## src/rtl/multicycle_controller.sv

```systemverilog
// multicycle_controller
// Sequencing FSM for the multi-cycle Light RV32I core. Walks each instruction
// through FETCH, DECODE, EXEC, MEM and WB and drives the ALU, register file,
// PC/IR registers and the unified memory port.
// Supported subset: R-type, I-type ALU, LW, SW, BEQ/BLT, JAL, LUI.
// Optional feature macro: LIGHT_MC_MEM_WAIT_EN. When defined, FETCH and MEM
// stall until i_MemReady. When undefined, every memory access takes one cycle.
// All outputs are combinational from the state and the instruction, and they
// are forced to their idle values while i_Rst_n is low.

`ifndef _INST_WIDTH_
`define _INST_WIDTH_ 32
`endif

module multicycle_controller #(
    parameter int unsigned INST_WIDTH  = `_INST_WIDTH_,
    parameter logic [2:0]  RESET_STATE = 3'd0
) (
    input  logic                  i_Clk,
    input  logic                  i_Rst_n,
    input  logic [INST_WIDTH-1:0] i_Instruction,
    input  logic                  i_Zero,
    input  logic                  i_Less,
    input  logic                  i_MemReady,
    output logic                  o_PcWrEn,
    output logic                  o_PcSrc,
    output logic                  o_IrWrEn,
    output logic                  o_MemRdEn,
    output logic                  o_MemWrEn,
    output logic                  o_MemAddrSel,
    output logic                  o_RegWrEn,
    output logic [1:0]            o_WbSel,
    output logic [2:0]            o_ExtOp,
    output logic                  o_Alu1Src,
    output logic [1:0]            o_Alu2Src,
    output logic [3:0]            o_AluCtr,
    output logic                  o_Illegal,
    output logic                  o_Retire
);

    // Opcode field values
    localparam logic [6:0] OP_RTYPE = 7'b0110011;
    localparam logic [6:0] OP_ITYPE = 7'b0010011;
    localparam logic [6:0] OP_LOAD  = 7'b0000011;
    localparam logic [6:0] OP_STORE = 7'b0100011;
    localparam logic [6:0] OP_BRNCH = 7'b1100011;
    localparam logic [6:0] OP_JAL   = 7'b1101111;
    localparam logic [6:0] OP_LUI   = 7'b0110111;

    // ALU operation codes; the logic/shift group is {0, func3}
    localparam logic [3:0] ALU_ADD  = 4'b0000;
    localparam logic [3:0] ALU_SLT  = 4'b0010;
    localparam logic [3:0] ALU_SUB  = 4'b1000;
    localparam logic [3:0] ALU_SRCB = 4'b1111;

    // Immediate extender selects
    localparam logic [2:0] EXT_I = 3'd0;
    localparam logic [2:0] EXT_S = 3'd1;
    localparam logic [2:0] EXT_B = 3'd2;
    localparam logic [2:0] EXT_U = 3'd3;
    localparam logic [2:0] EXT_J = 3'd4;

    // ALU operand B selects
    localparam logic [1:0] SRC2_RS2  = 2'd0;
    localparam logic [1:0] SRC2_IMM  = 2'd1;
    localparam logic [1:0] SRC2_FOUR = 2'd2;

    // Write-back selects
    localparam logic [1:0] WB_ALU = 2'd0;
    localparam logic [1:0] WB_MEM = 2'd1;
    localparam logic [1:0] WB_PC  = 2'd2;

    typedef enum logic [2:0] {
        S_FETCH  = 3'd0,
        S_DECODE = 3'd1,
        S_EXEC   = 3'd2,
        S_MEM    = 3'd3,
        S_WB     = 3'd4
    } state_t;

    state_t state;

    logic [6:0] opcode;
    logic [2:0] funct3;
    logic [6:0] funct7;
    logic       is_rtype;
    logic       is_itype;
    logic       is_load;
    logic       is_store;
    logic       is_branch;
    logic       is_jal;
    logic       is_lui;
    logic       is_illegal;
    logic       branch_taken;
    logic       mem_done;
    logic [2:0] ext_sel;
    logic [3:0] rtype_alu;
    logic       unused_bits;

    assign opcode = i_Instruction[6:0];
    assign funct3 = i_Instruction[14:12];
    assign funct7 = i_Instruction[31:25];

    // Register fields and any bits above 31 are consumed by the datapath only
    assign unused_bits = ^{i_Instruction, i_MemReady};

    assign is_rtype   = (opcode == OP_RTYPE);
    assign is_itype   = (opcode == OP_ITYPE);
    assign is_load    = (opcode == OP_LOAD);
    assign is_store   = (opcode == OP_STORE);
    assign is_branch  = (opcode == OP_BRNCH);
    assign is_jal     = (opcode == OP_JAL);
    assign is_lui     = (opcode == OP_LUI);
    assign is_illegal = !(is_rtype | is_itype | is_load | is_store |
                          is_branch | is_jal | is_lui);

    // BEQ uses the zero flag; any other branch func3 is treated as BLT
    assign branch_taken = (funct3 == 3'b000) ? i_Zero : i_Less;

`ifdef LIGHT_MC_MEM_WAIT_EN
    assign mem_done = i_MemReady;
`else
    assign mem_done = 1'b1;
`endif

    // Immediate format chosen from the opcode
    always_comb begin
        ext_sel = EXT_I;
        if (is_store)  ext_sel = EXT_S;
        if (is_branch) ext_sel = EXT_B;
        if (is_lui)    ext_sel = EXT_U;
        if (is_jal)    ext_sel = EXT_J;
    end

    // R-type ALU op: plain group passes func3 through, 0x20 selects SUB
    always_comb begin
        rtype_alu = ALU_ADD;
        if (funct7 == 7'h00) begin
            rtype_alu = {1'b0, funct3};
        end else if (funct7 == 7'h20) begin
            rtype_alu = ALU_SUB;
        end
    end

    // State sequencing; unused encodings recover to FETCH
    always_ff @(posedge i_Clk or negedge i_Rst_n) begin
        if (!i_Rst_n) begin
            state <= state_t'(RESET_STATE);
        end else begin
            case (state)
                S_FETCH: begin
                    if (mem_done) state <= S_DECODE;
                end
                S_DECODE: begin
                    state <= is_illegal ? S_FETCH : S_EXEC;
                end
                S_EXEC: begin
                    if (is_branch)                 state <= S_FETCH;
                    else if (is_load || is_store)  state <= S_MEM;
                    else                           state <= S_WB;
                end
                S_MEM: begin
                    if (mem_done) state <= is_load ? S_WB : S_FETCH;
                end
                S_WB: begin
                    state <= S_FETCH;
                end
                default: begin
                    state <= S_FETCH;
                end
            endcase
        end
    end

    // Control outputs decoded from the current state and instruction
    always_comb begin
        o_PcWrEn     = 1'b0;
        o_PcSrc      = 1'b0;
        o_IrWrEn     = 1'b0;
        o_MemRdEn    = 1'b0;
        o_MemWrEn    = 1'b0;
        o_MemAddrSel = 1'b0;
        o_RegWrEn    = 1'b0;
        o_WbSel      = WB_ALU;
        o_ExtOp      = EXT_I;
        o_Alu1Src    = 1'b0;
        o_Alu2Src    = SRC2_RS2;
        o_AluCtr     = ALU_ADD;
        o_Illegal    = 1'b0;
        o_Retire     = 1'b0;

        if (i_Rst_n) begin
            case (state)
                S_FETCH: begin
                    // PC+4 is formed through the OldPC operand path
                    o_MemRdEn = 1'b1;
                    o_IrWrEn  = mem_done;
                    o_PcWrEn  = mem_done;
                    o_Alu1Src = 1'b1;
                    o_Alu2Src = SRC2_FOUR;
                end
                S_DECODE: begin
                    o_ExtOp = ext_sel;
                    if (is_illegal) begin
                        o_Illegal = 1'b1;
                        o_Retire  = 1'b1;
                    end
                end
                S_EXEC: begin
                    o_ExtOp = ext_sel;
                    if (is_rtype) begin
                        o_Alu2Src = SRC2_RS2;
                        o_AluCtr  = rtype_alu;
                    end else if (is_itype || is_load || is_store) begin
                        o_Alu2Src = SRC2_IMM;
                    end else if (is_lui) begin
                        o_Alu2Src = SRC2_IMM;
                        o_AluCtr  = ALU_SRCB;
                    end else if (is_branch) begin
                        // Target comes from the dedicated OldPC+imm adder
                        o_Alu2Src = SRC2_RS2;
                        o_AluCtr  = (funct3 == 3'b000) ? ALU_SUB : ALU_SLT;
                        o_PcWrEn  = branch_taken;
                        o_PcSrc   = branch_taken;
                        o_Retire  = 1'b1;
                    end else if (is_jal) begin
                        o_Alu1Src = 1'b1;
                        o_Alu2Src = SRC2_IMM;
                        o_PcWrEn  = 1'b1;
                        o_PcSrc   = 1'b1;
                    end
                end
                S_MEM: begin
                    o_ExtOp      = ext_sel;
                    o_MemAddrSel = 1'b1;
                    if (is_load) begin
                        o_MemRdEn = 1'b1;
                    end else begin
                        o_MemWrEn = 1'b1;
                        o_Retire  = mem_done;
                    end
                end
                S_WB: begin
                    o_ExtOp   = ext_sel;
                    o_RegWrEn = 1'b1;
                    o_Retire  = 1'b1;
                    if (is_load)     o_WbSel = WB_MEM;
                    else if (is_jal) o_WbSel = WB_PC;
                    else             o_WbSel = WB_ALU;
                end
                default: begin
                    o_AluCtr = ALU_ADD;
                end
            endcase
        end
    end

endmodule

```

## config.mk

```make
export PLATFORM = sky130hd
export DESIGN_NAME = multicycle_controller
export DESIGN_NICKNAME = d
export VERILOG_FILES = /design/src/rtl/multicycle_controller.sv
export SDC_FILE = /design/constraint.sdc
export NUM_CORES = 1
export LEC_CHECK = 0
export BUFFER_PORTS_ARGS = -buffer_cell sky130_fd_sc_hd__buf_2
export CAP_MARGIN = 5
export CORE_MARGIN = 2
export CORE_UTILIZATION = 37
export DETAILED_ROUTE_END_ITERATION = 7
export HOLD_SLACK_MARGIN = 0.08
export PLACE_DENSITY = 0.83
export SYNTH_ARGS = -nofsm -noshare
export SYNTH_HDL_FRONTEND = slang
export SYNTH_SLANG_ARGS = --single-unit
```

## constraint.sdc

```tcl
create_clock -name i_Clk -period 1.95 [get_ports i_Clk]
set_clock_uncertainty 0.05 [all_clocks]
set_input_delay 0.0975 -clock i_Clk [delete_from_list [all_inputs] [get_ports i_Clk]]
set_output_delay 0.0975 -clock i_Clk [all_outputs]
set_load 0.005 [all_outputs]
```

==> summary.txt, run 1 <==
Place
  • Final RePlAce weighted congestion: 0.904
  • Detailed-placement wirelength estimate: 1.42 mm
  • Post-place setup slack: 0.204 ns
  • Port bufs: 41
  • Post-place instance area: 778 µm²

Yosys
  • Synth Net Count: 124
  • Post-synth EDFFs: 0
  • Avg Cell Area, Syn: 6.59 µm²
  • Primary FF master, synth: dfrtp_1
  • Ys Warns: 0
  • FFs w/ async S/R, synth: 100%
  • Post-synthesis instance area: 573 µm²
  • Flops & latches, synth: 3
  • Cells after synthesis: 87
  • Seq/Total Area, Yosys: 13.1%
  • Count of cell types in the netlist: 33

GRT
  • GRT Residual Overflow: 0
  • Initial antenna violation count: 0
  • Largest net degree at the start of global routing: 11
  • GRT Util Overall: 19.0%
  • First-pass GRT wire length: 2.82 mm
  • Number of global-route vias before repair: 667

Route
  • Via-per-instance ratio: 5.75
  • Routed via count: 834
  • Residual antenna-violating net count after detailed routing: 0
  • Aggregate routed wire length: 1.82 mm
  • DRC viols: 0
  • DR WL/cell: 12.6 µm
  • First DRT Iteration DRCs: 18
  • Drt first pass iters: 4

Cells and area
  • # diodes: 0
  • Finished Core Util: 56.0%
  • Multi-input gate area: 454 µm²
  • Register Area: 75.1 µm²
  • FILL cells: 152
  • Layout area overhead: 43.9%
  • Share of layout cells above drive strength 1: 40.3%
  • Cell area after layout: 825 µm²
  • Final Net Count: 167
  • Top Registers: state (3)
  • Largest register FFs: 3
  • Biggest register: state

Setup path
  • Setup CP Type: register to primary output
  • Startpoint Class: register
  • CP endpoint kind: primary output
  • Required time worst endpoint: 1.80 ns
  • CP max FO: 8
  • Arr. time, crit path: 1.73 ns

Timing
  • Slew @ Worst Pin: 0.616 ns
  • Final hold viol count: 0
  • Worst Slack Setup Final: 0.0760 ns
  • Slew headroom: 58.6%
  • Achievable Freq: 0.534 GHz
  • Final setup fails: 0
  • Max Slew Vio Count: 0
  • Final setup TNS: 0 ns
  • Unrepaired setup endpoints after global routing: false
  • Fin crit period: 1.87 ns
  • Tcrit/Tclk final: 96.1%

Pwr
  • Clk pwr share: 24.8%
  • Combinational power share: 52.1%
  • Power Internal: 0.257 mW
  • Sw Share: 41.6%
  • Leakage Power: 0.409 nW
  • Switch Pwr: 0.183 mW
  • Register share of total power: 23.1%
  • Worst VDD drop: 331 µV
  • PnR Total Power: 0.439 mW
  • Cell Pwr Density: 533 nW/µm²

Hold path
  • HP Class: input port to async pin

Floorplan
  • Die X: 43.4 µm
  • Die Ht: 43.4 µm
  • Std-Cell Rows: 14
  • Initial core utilization: 38.9%
  • Core area: 1470 µm²
  • Top-Level Pins: 58
  • DIE AREA: 1880 µm²

Flow run
  • # Max-Cap Violations: 0

Clock tree
  • CTS clk-pin slew, worst paths: 0.04 ns
  • # clock sinks: 3
  • CTS tree: yes
  • CTS max path bufs: 2
  • CTS buffer count: 3
  • Root buf cell: clkbuf_4
  • CTS HTree Levels: 1
  • Clk_lat worst skew: 0.23 ns

Run status
  • Status: completed
## path summary, 6_finish.rpt
kind	start	to	slack, ns	depth (start not counted)
setup reg to reg	state[0]$_DFF_PN0_	state[1]$_DFF_PN0_	0.68	3
min in group i_Clk	i_Instruction[3]	state[2]$_DFF_PN0_	0.39	4
hold reg to reg	state[2]$_DFF_PN0_	state[1]$_DFF_PN0_	0.52	1
hold / removal	i_Rst_n	state[0]$_DFF_PN0_	0.19	2
setup / recovery	state[1]$_DFF_PN0_	o_PcWrEn	0.08	5
max in group asynchronous	i_Rst_n	state[1]$_DFF_PN0_	1.48	2
## critical path, stage by stage (launching register included)
cell and delay (ns):
dfrtp_1 0.47, inv_1 0.11, nor2_1 0.18, nand3_2 0.18
o41ai_1 0.38, buf_2 0.17
## layout by cell type (no fill, tap or decap), types with 3 or more instances in the layout
cell type	n
nor3_1	4
nand3_1	5
nor4_1	4
nand2_1	9
clkbuf_4	3
inv_1	7
dfrtp_1	3
nor2_1	10
nand4_1	4
buf_2	41
a21oi_1	8
## what timing repair did
item / CTS / global route
resized for setup: 0 / 2
endpoints found under the hold margin: 3 / 0
hold buffers: 1 / 0
endpoints found under the setup margin: 0 / 3
buffers inserted: 0 / 0
## cell type report
cell class,count,share of cell area (%)
Timing Repair Buffer,43,27.0
Tap cell,16,2.43
Multi-Input combinational cell,72,55.1
Inverter,7,3.19
Clock buffer,4,3.19
Sequential cell,3,9.10
## routing by layer
| layer | part of all wire (%) | vias to the layer above | global-route usage [%] |
|---|---|---|---|
| met2 | 52 | 36 | 34.6 |
| met4 | 0 | 0 | 5.45 |
| met3 | 6.8 | 0 | 2.08 |
| li1 | - | 414 | - |
| met1 | 41 | 384 | 23.5 |
| met5 | 0 | - | 0 |
## metrics by stage
step	hold slack (ns)	instances
6_report	0.193	145
5_1_grt	0.193	145
4_1_cts	0.174	145
3_5_place_dp	-0.105	140
3_3_place_gp	-0.114	140
2_1_floorplan	-0.248	87
## synthesized netlist by cell type, drive strengths merged (2+ instances only)
cell / count / area, µm²
dfrtp: 3 / 75.1
nand2: 9 / 33.8
or4: 2 / 15.0
o21a: 2 / 15.0
o21ai: 2 / 10.0
a21oi: 8 / 40.0
nor2: 10 / 37.5
nand2b: 2 / 12.5
a31oi: 2 / 12.5
nor4: 5 / 37.5
nor3: 4 / 20.0
buf: 4 / 22.5
nand3: 6 / 30.0
nand4: 4 / 25.0
inv: 7 / 26.3
a221oi: 2 / 17.5
## logic make-up (layout without fill, tap and decap cells)
| logic type | after synthesis | count (layout) | share of synthesized area, % |
|---|---|---|---|
| flip-flops | 3 | 3 | 13.1 |
| buffers and inverters | 12 | 54 | 9.39 |
| AND/OR/NAND/NOR | 49 | 49 | 49.3 |
| multiplexers | 1 | 1 | 1.96 |
| AO/OA/AOI/OAI | 22 | 22 | 26.2 |
## power by group through the flow
stage / clock network, mW / registers [mW] / logic [mW]
2_1_floorplan: 0 / 0.0916 / 0.146
4_1_cts: 0.117 / 0.0972 / 0.228
3_5_place_dp: 0 / 0.0981 / 0.225
3_3_place_gp: 0 / 0.0970 / 0.218
6_report: 0.109 / 0.101 / 0.229
5_1_grt: 0.119 / 0.105 / 0.256
Power figures use the tool's default switching activity.
==> run 2, diff against run 1 <==
--- a/config.mk
+++ b/config.mk
@@ -5,13 +5,14 @@
 export SDC_FILE = /design/constraint.sdc
 export NUM_CORES = 1
 export LEC_CHECK = 0
+export ABC_AREA = 1
 export BUFFER_PORTS_ARGS = -buffer_cell sky130_fd_sc_hd__buf_2
 export CAP_MARGIN = 5
 export CORE_MARGIN = 2
-export CORE_UTILIZATION = 37
+export CORE_UTILIZATION = 39
 export DETAILED_ROUTE_END_ITERATION = 7
 export HOLD_SLACK_MARGIN = 0.08
-export PLACE_DENSITY = 0.83
+export PLACE_DENSITY = 0.84
 export SYNTH_ARGS = -nofsm -noshare
 export SYNTH_HDL_FRONTEND = slang
 export SYNTH_SLANG_ARGS = --single-unit
==> summary.txt, run 2 <==
Floorplan
  • Die X: 44.5 µm (+2.6%)
  • Core area: 1520 µm² (+3.6%)
  • Top-Level Pins: 58 (unchanged)
  • Initial core utilization: 42.0% (+3.0 points)
  • Std-Cell Rows: 14 (unchanged)
  • DIE AREA: 1980 µm² (+5.3%)
  • Die Ht: 44.5 µm (+2.6%)

Yosys
  • Yosys top cell area share: 17.6% (+4.5 points)
  • Flops & latches, synth: 3 (unchanged)
  • Post-synth EDFFs: 0 (unchanged)
  • Count of cell types in the netlist: 23 (-30%)
  • Synth Net Count: 155 (+25%)
  • Avg Cell Area, Syn: 5.42 µm² (-18%)
  • Most frequent cells after synthesis: nor2_1 (30), nand2_1 (21), inv_1 (15)
  • Seq/Total Area, Yosys: 11.7% (-1.4 points)
  • Post-synthesis instance area: 639 µm² (+12%)
  • Most frequent cell after synthesis: nor2_1
  • Ys Warns: 0 (unchanged)
  • Cells after synthesis: 118 (+36%)
  • Ranking of synthesized cells by area: nor2_1 (18%), nand2_1 (12%), dfrtp_1 (12%)
  • FFs w/ async S/R, synth: 100% (unchanged)
  • Yosys top cell by area: nor2_1
  • Primary FF master, synth: dfrtp_1

Setup path
  • CP peak stage delay: 0.39 ns (-0.08 ns)
  • Worst-path cell chain: nor2_1 -> inv_2 -> nor2_4 -> inv_1 -> nand3_1 -> nand3_1 -> a21oi_1 -> buf_2
  • CP max FO: 7 (-1)
  • Reg-to-Reg End: state[2]$_DFF_PN0_
  • Arr. time, crit path: 1.57 ns (-0.16 ns)
  • Largest delay contributor family on the critical path: simple AND/OR/NAND/NOR gates
  • Required time worst endpoint: 1.80 ns (about the same)
  • Slowest CP cell: dfrtp_1
  • Setup CP Type: register to primary output
  • Worst path bufs/invs: 3 (+1)
  • Critical Path Start: state[2]$_DFF_PN0_
  • Crit-path most repeated cell: nand3_1
  • Reg-to-reg slack, setup: 0.87 ns (+0.19 ns)
  • Worst-case reg-to-reg path depth: 5 (+2)
  • Crit Reg-Reg Startpoint: state[2]$_DFF_PN0_
  • Startpoint Class: register
  • CP endpoint kind: primary output

Place
  • Detailed-placement wirelength estimate: 1.52 mm (+7.0%)
  • Post-place instance area: 857 µm² (+10%)
  • Final RePlAce weighted congestion: 0.879 (-2.8%)
  • Port bufs: 41 (unchanged)

Cells and area
  • Commonest cells after routing, fill and taps aside: buf_2 (41), nor2_1 (30), nand2_1 (21)
  • Largest register FFs: 3 (unchanged)
  • Share of layout cells above drive strength 1: 38.7% (-1.7 points)
  • Top Registers: state (3)
  • Cell area after layout: 893 µm² (+8.3%)
  • Most common cell after layout, fill and taps aside: buf_2
  • # diodes: 0 (unchanged)
  • Layout area overhead: 39.7%
  • Final Net Count: 201 (+20%)
  • Biggest register: state

GRT
  • Largest net degree at the start of global routing: 10 (-1)
  • First-pass GRT wire length: 3.02 mm (+6.8%)
  • GRT Util Overall: 19.6% (+0.53 points)
  • Initial antenna violation count: 0 (unchanged)
  • GRT Residual Overflow: 0 (unchanged)
  • Number of global-route vias before repair: 757 (+13%)

Route
  • Aggregate routed wire length: 1.80 mm (-1.1%)
  • DRC viols: 0 (unchanged)
  • Drt first pass iters: 4 (unchanged)
  • Via-per-instance ratio: 4.96 (-14%)
  • Residual antenna-violating net count after detailed routing: 0 (unchanged)
  • First DRT Iteration DRCs: 32 (+14)
  • Routed via count: 888 (+6.5%)
  • DR WL/cell: 10.1 µm (-20%)

Pwr
  • Leakage Power: 0.555 nW (+36%)
  • Switch Pwr: 0.190 mW (+3.8%)
  • Clk pwr share: 25.4% (+0.6 points)
  • PnR Total Power: 0.437 mW (-0.58%)
  • Power Internal: 0.247 mW (-3.7%)
  • Sw Share: 43.4% (+1.8 points)
  • Worst VDD drop: 335 µV (+1.1%)
  • Cell Pwr Density: 489 nW/µm² (-8.2%)
  • Register share of total power: 19.4% (-3.7 points)
  • Combinational power share: 55.2% (+3.1 points)

Timing
  • Final setup fails: 0 (unchanged)
  • Unrepaired setup endpoints after global routing: false
  • Slew @ Worst Pin: 0.389 ns (-0.227 ns)
  • Tcrit/Tclk final: 88.3% (-7.8 points)
  • Fin crit period: 1.72 ns (-0.152 ns)
  • Final hold viol count: 0 (unchanged)
  • Max Slew Vio Count: 0 (unchanged)
  • Slew headroom: 73.9% (+15 points)
  • Achievable Freq: 0.581 GHz (+8.8%)
  • Final setup TNS: 0 ns (unchanged)

Clock tree
  • CTS max path bufs: 2 (unchanged)
  • Post-CTS setup buffer count: 0 (unchanged)
  • Clk_lat worst skew: 0.23 ns (about the same)
  • CTS tree: yes
  • CTS buffer count: 3 (unchanged)
  • Root buf cell: clkbuf_4
  • CTS HTree Levels: 1 (unchanged)
  • CTS clk-pin slew, worst paths: 0.04 ns (about the same)
  • # clock sinks: 3 (unchanged)

Hold path
  • Hold_sp: i_Instruction[4]
  • Worst Hold Endpoint: state[0]$_DFF_PN0_
  • HP Class: input port to register
  • Worst hold stages: 4

Flow run
  • # Max-Cap Violations: 0 (unchanged)

Run status
  • Status: completed
## run 2: cell count changes after synthesis, sizes merged, moves of 4 or more
cell   previous run  this run
nor4              5         0
nand2             9        26
o21ai             2         6
inv               7        21
nor2             10        36
## run 2: how the worst max path moves through the flow
stage / to / slack (ns) / depth (start not counted)
CTS: o_ExtOp[1] / 0.24 / 8
global placement: o_ExtOp[1] / 0.56 / 8
detailed placement: o_ExtOp[1] / 0.52 / 8
finish: o_ExtOp[1] / 0.23 / 8
global route: o_ExtOp[1] / 0.11 / 8
floorplan: o_ExtOp[0] / 0.76 / 7
## run 2: cell type report
cell class / count / area (µm²)
flip-flops and latches: 3 / 75.1
fillers: 164 / 631
repair buffers: 42 / 215
inverters: 21 / 78.8
multi-input cells: 93 / 478
well taps: 16 / 20.0
clock buffers: 4 / 26.3
## run 2: worst min-delay path: cells and delay by family
| family | cells | cell delay (ns) |
|---|---|---|
| buffers and inverters | 1 | 0.12 |
| and+or+nand+nor | 3 | 0.18 |
## run 2: what timing repair did
| item | CTS | global route |
|---|---|---|
| hold buffers | 1 | 0 |
| gates resized for setup | 0 | 0 |
| hold endpoints to repair | 3 | 0 |
| endpoints found under the setup margin | 0 | 0 |
## run 2: per-layer routing
metal  part of all wire [%]  track usage [%]  up-vias
met5                      0                0        -
li1                       -                -      462
met1                     42             24.9      384
met4                   0.55             4.24        0
met2                     50             35.7       40
met3                    7.9             1.22        2
## run 2: power groups by stage
stage          combinational [mW]  sequential (mW)  clock [mW]
6_report                    0.241           0.0848       0.111
5_1_grt                     0.271           0.0877       0.117
4_1_cts                     0.242           0.0845       0.112
3_5_place_dp                0.240           0.0850           0
3_3_place_gp                0.233           0.0836           0
2_1_floorplan               0.157           0.0829           0
## run 2: through the flow
step | utilization [%] | setup WS, ns | instances | hold WS, ns
after global routing | 58.6 | 0.110 | 179 | 0.168
after floorplan | - | 0.764 | 118 | -0.248
after detailed placement | 56.2 | 0.519 | 174 | -0.104
final | 58.6 | 0.228 | 179 | 0.161
after global placement | 56.2 | 0.555 | 174 | -0.107
after CTS | 58.6 | 0.244 | 179 | 0.147
## run 2: cells by family after synthesis
kind of cell	count (synthesis)	synth area share [%]
buffers and inverters	22	13.5
AO/OA/AOI/OAI	19	16.0
AND/OR/NAND/NOR	74	58.7
flip-flops	3	11.7
==> run 3, diff against run 2 <==
--- a/config.mk
+++ b/config.mk
@@ -6,13 +6,14 @@
 export NUM_CORES = 1
 export LEC_CHECK = 0
 export ABC_AREA = 1
-export BUFFER_PORTS_ARGS = -buffer_cell sky130_fd_sc_hd__buf_2
+export BUFFER_PORTS_ARGS = -buffer_cell sky130_fd_sc_hd__buf_4
 export CAP_MARGIN = 5
 export CORE_MARGIN = 2
 export CORE_UTILIZATION = 39
 export DETAILED_ROUTE_END_ITERATION = 7
 export HOLD_SLACK_MARGIN = 0.08
-export PLACE_DENSITY = 0.84
+export PLACE_DENSITY_LB_ADDON = 0.25
+export RECOVER_POWER = 50
 export SYNTH_ARGS = -nofsm -noshare
 export SYNTH_HDL_FRONTEND = slang
 export SYNTH_SLANG_ARGS = --single-unit
==> summary.txt, run 3 (synthesis results as in run 2) <==
Run status
  • Status: completed

Setup path
  • Startpoint Class: register
  • Critical Path Start: state[2]$_DFF_PN0_
  • Crit Reg-Reg Startpoint: state[2]$_DFF_PN0_
  • Slowest CP cell: dfrtp_1
  • CP endpoint kind: primary output
  • Required time worst endpoint: 1.80 ns (about the same)
  • Worst-path cell chain: nor2_1 -> inv_1 -> nor2_4 -> inv_1 -> nand3_1 -> nand3_1 -> a21oi_1 -> buf_4
  • Setup CP Type: register to primary output
  • CP peak stage delay: 0.39 ns (about the same)
  • Arr. time, crit path: 1.61 ns (+0.04 ns)
  • CP max FO: 7 (unchanged)

Cells and area
  • Commonest cells after routing, fill and taps aside: buf_4 (35), nor2_1 (30), nand2_1 (21)
  • Final Net Count: 201 (unchanged)
  • # diodes: 0 (unchanged)
  • Biggest register: state
  • Largest register FFs: 3 (unchanged)
  • Top Registers: state (3)
  • FILL cells: 158 (-3.7%)
  • Share of layout cells above drive strength 1: 37.4% (-1.2 points)
  • Layout area overhead: 55.8%
  • Cell area after layout: 996 µm² (+11%)
  • Most common cell after layout, fill and taps aside: buf_4

Clock tree
  • CTS HTree Levels: 1 (unchanged)
  • Hold_buf cts: 1 (unchanged)
  • CTS resizes: 0 (unchanged)
  • CTS tree: yes
  • # clock sinks: 3 (unchanged)
  • CTS max path bufs: 2 (unchanged)
  • CTS buffer count: 3 (unchanged)
  • Clk_lat worst skew: 0.23 ns (about the same)
  • Root buf cell: clkbuf_4
  • CTS clk-pin slew, worst paths: 0.03 ns (about the same)
  • Post-CTS setup buffer count: 0 (unchanged)

Floorplan
  • Std-Cell Rows: 14 (unchanged)
  • Initial core utilization: 42.0% (unchanged)
  • Top-Level Pins: 58 (unchanged)
  • DIE AREA: 1980 µm² (unchanged)
  • Core area: 1520 µm² (unchanged)
  • Die Ht: 44.5 µm (unchanged)
  • Die X: 44.5 µm (unchanged)

Route
  • Residual antenna-violating net count after detailed routing: 0 (unchanged)
  • Drt first pass iters: 4 (unchanged)
  • Routed via count: 905 (+1.9%)
  • DRC viols: 0 (unchanged)
  • DR WL/cell: 10.6 µm (+5.4%)
  • First DRT Iteration DRCs: 10 (-69%)
  • Via-per-instance ratio: 5.06 (+1.9%)
  • Aggregate routed wire length: 1.90 mm (+5.4%)

Pwr
  • Sw Share: 40.6% (-2.8 points)
  • Combinational power share: 58.5% (+3.3 points)
  • Leakage Power: 0.572 nW (+3.1%)
  • Register share of total power: 18.3% (-1.1 points)
  • Power Internal: 0.278 mW (+13%)
  • Switch Pwr: 0.191 mW (+0.53%)
  • Cell Pwr Density: 471 nW/µm² (-3.7%)
  • Worst VDD drop: 410 µV (+23%)
  • Clk pwr share: 23.2% (-2.2 points)

GRT
  • Met1 usage: 26.1% (+1.2 points)
  • GRT Util Overall: 22.3% (+2.8 points)
  • Initial antenna violation count: 0 (unchanged)
  • Largest net degree at the start of global routing: 10 (unchanged)
  • Number of global-route vias before repair: 845 (+12%)
  • Met3 Usage GRT: 4.49% (+3.3 points)
  • Grt peak-use layer: met2
  • First-pass GRT wire length: 3.36 mm (+11%)
  • Met2 Resource Use GR: 40.9% (+5.2 points)
  • GRT Residual Overflow: 0 (unchanged)

Timing
  • Fin crit period: 1.75 ns (+0.0313 ns)
  • Final setup TNS: 0 ns (unchanged)
  • Slew @ Worst Pin: 0.318 ns (-0.0703 ns)
  • Final hold viol count: 0 (unchanged)
  • Max Slew Vio Count: 0 (unchanged)
  • Final setup fails: 0 (unchanged)
  • Achievable Freq: 0.570 GHz (-1.8%)
  • Slew headroom: 78.6% (+4.7 points)
  • Tcrit/Tclk final: 89.9% (+1.6 points)
  • Unrepaired setup endpoints after global routing: false

Hold path
  • HP Class: input port to register
  • Hold_sp: i_Instruction[4]

Flow run
  • # Max-Cap Violations: 0 (unchanged)

Place
  • Final RePlAce weighted congestion: 0.847 (-3.6%)
  • Post-place instance area: 960 µm² (+12%)
  • Port bufs: 41 (unchanged)
  • Detailed-placement wirelength estimate: 1.61 mm (+6.3%)
[run 3: path summary, 6_finish.rpt]
path | to | slack, ns | depth (start not counted)
worst max register to register | state[2]$_DFF_PN0_ | 0.85 | 5
max in group asynchronous | state[0]$_DFF_PN0_ | 1.55 | 2
worst min register to register | state[0]$_DFF_PN0_ | 0.60 | 3
worst min-delay path | state[0]$_DFF_PN0_ | 0.14 | 4
min in group asynchronous | state[1]$_DFF_PN0_ | 0.17 | 2
worst max-delay path | o_ExtOp[0] | 0.20 | 8
[run 3: metrics by stage]
| step | utilization, % | instances | power (mW) | setup WS, ns | hold slack (ns) |
|---|---|---|---|---|---|
| 2_1_floorplan | - | 118 | 0.240 | 0.764 | -0.248 |
| 3_3_place_gp | 63.0 | 174 | 0.353 | 0.558 | -0.129 |
| 3_5_place_dp | 63.0 | 174 | 0.362 | 0.502 | -0.128 |
| 4_1_cts | 65.4 | 179 | 0.478 | 0.207 | 0.140 |
| 5_1_grt | 65.4 | 179 | 0.523 | 0.126 | 0.153 |
| 6_report | 65.4 | 179 | 0.469 | 0.196 | 0.136 |
[run 3: cell type report]
class                           count  area [µm²]  share of cell area [%]
Tap cell                           16        20.0                    2.01
Multi-Input combinational cell     93         478                    48.0
Inverter                           21        78.8                    7.91
Clock buffer                        4        26.3                    2.64
Timing Repair Buffer               42         318                    31.9
Sequential cell                     3        75.1                    7.54
[run 3: per-layer routing]
| layer | wire (µm) | part of all wire, % | vias up |
|---|---|---|---|
| met1 | 755 | 40 | 399 |
| li1 | - | - | 462 |
| met5 | 0 | 0 | - |
| met3 | 154 | 8.1 | 2 |
| met2 | 968 | 51 | 42 |
| met4 | 21 | 1.1 | 0 |
[run 3: power by group through the flow]
stage	combinational (mW)	sequential, mW	clock (mW)
finish	0.274	0.0858	0.109
global route	0.312	0.0887	0.123
CTS	0.281	0.0860	0.110
detailed placement	0.276	0.0867	0
global placement	0.270	0.0838	0
floorplan	0.157	0.0829	0
[run 3: critical path, delay by kind of cell, from the launching register on]
family,cells,cell delay (ns)
AND/OR/NAND/NOR,4,0.48
flip-flops,1,0.39
AO/OA/AOI/OAI,1,0.19
buffers and inverters,3,0.33
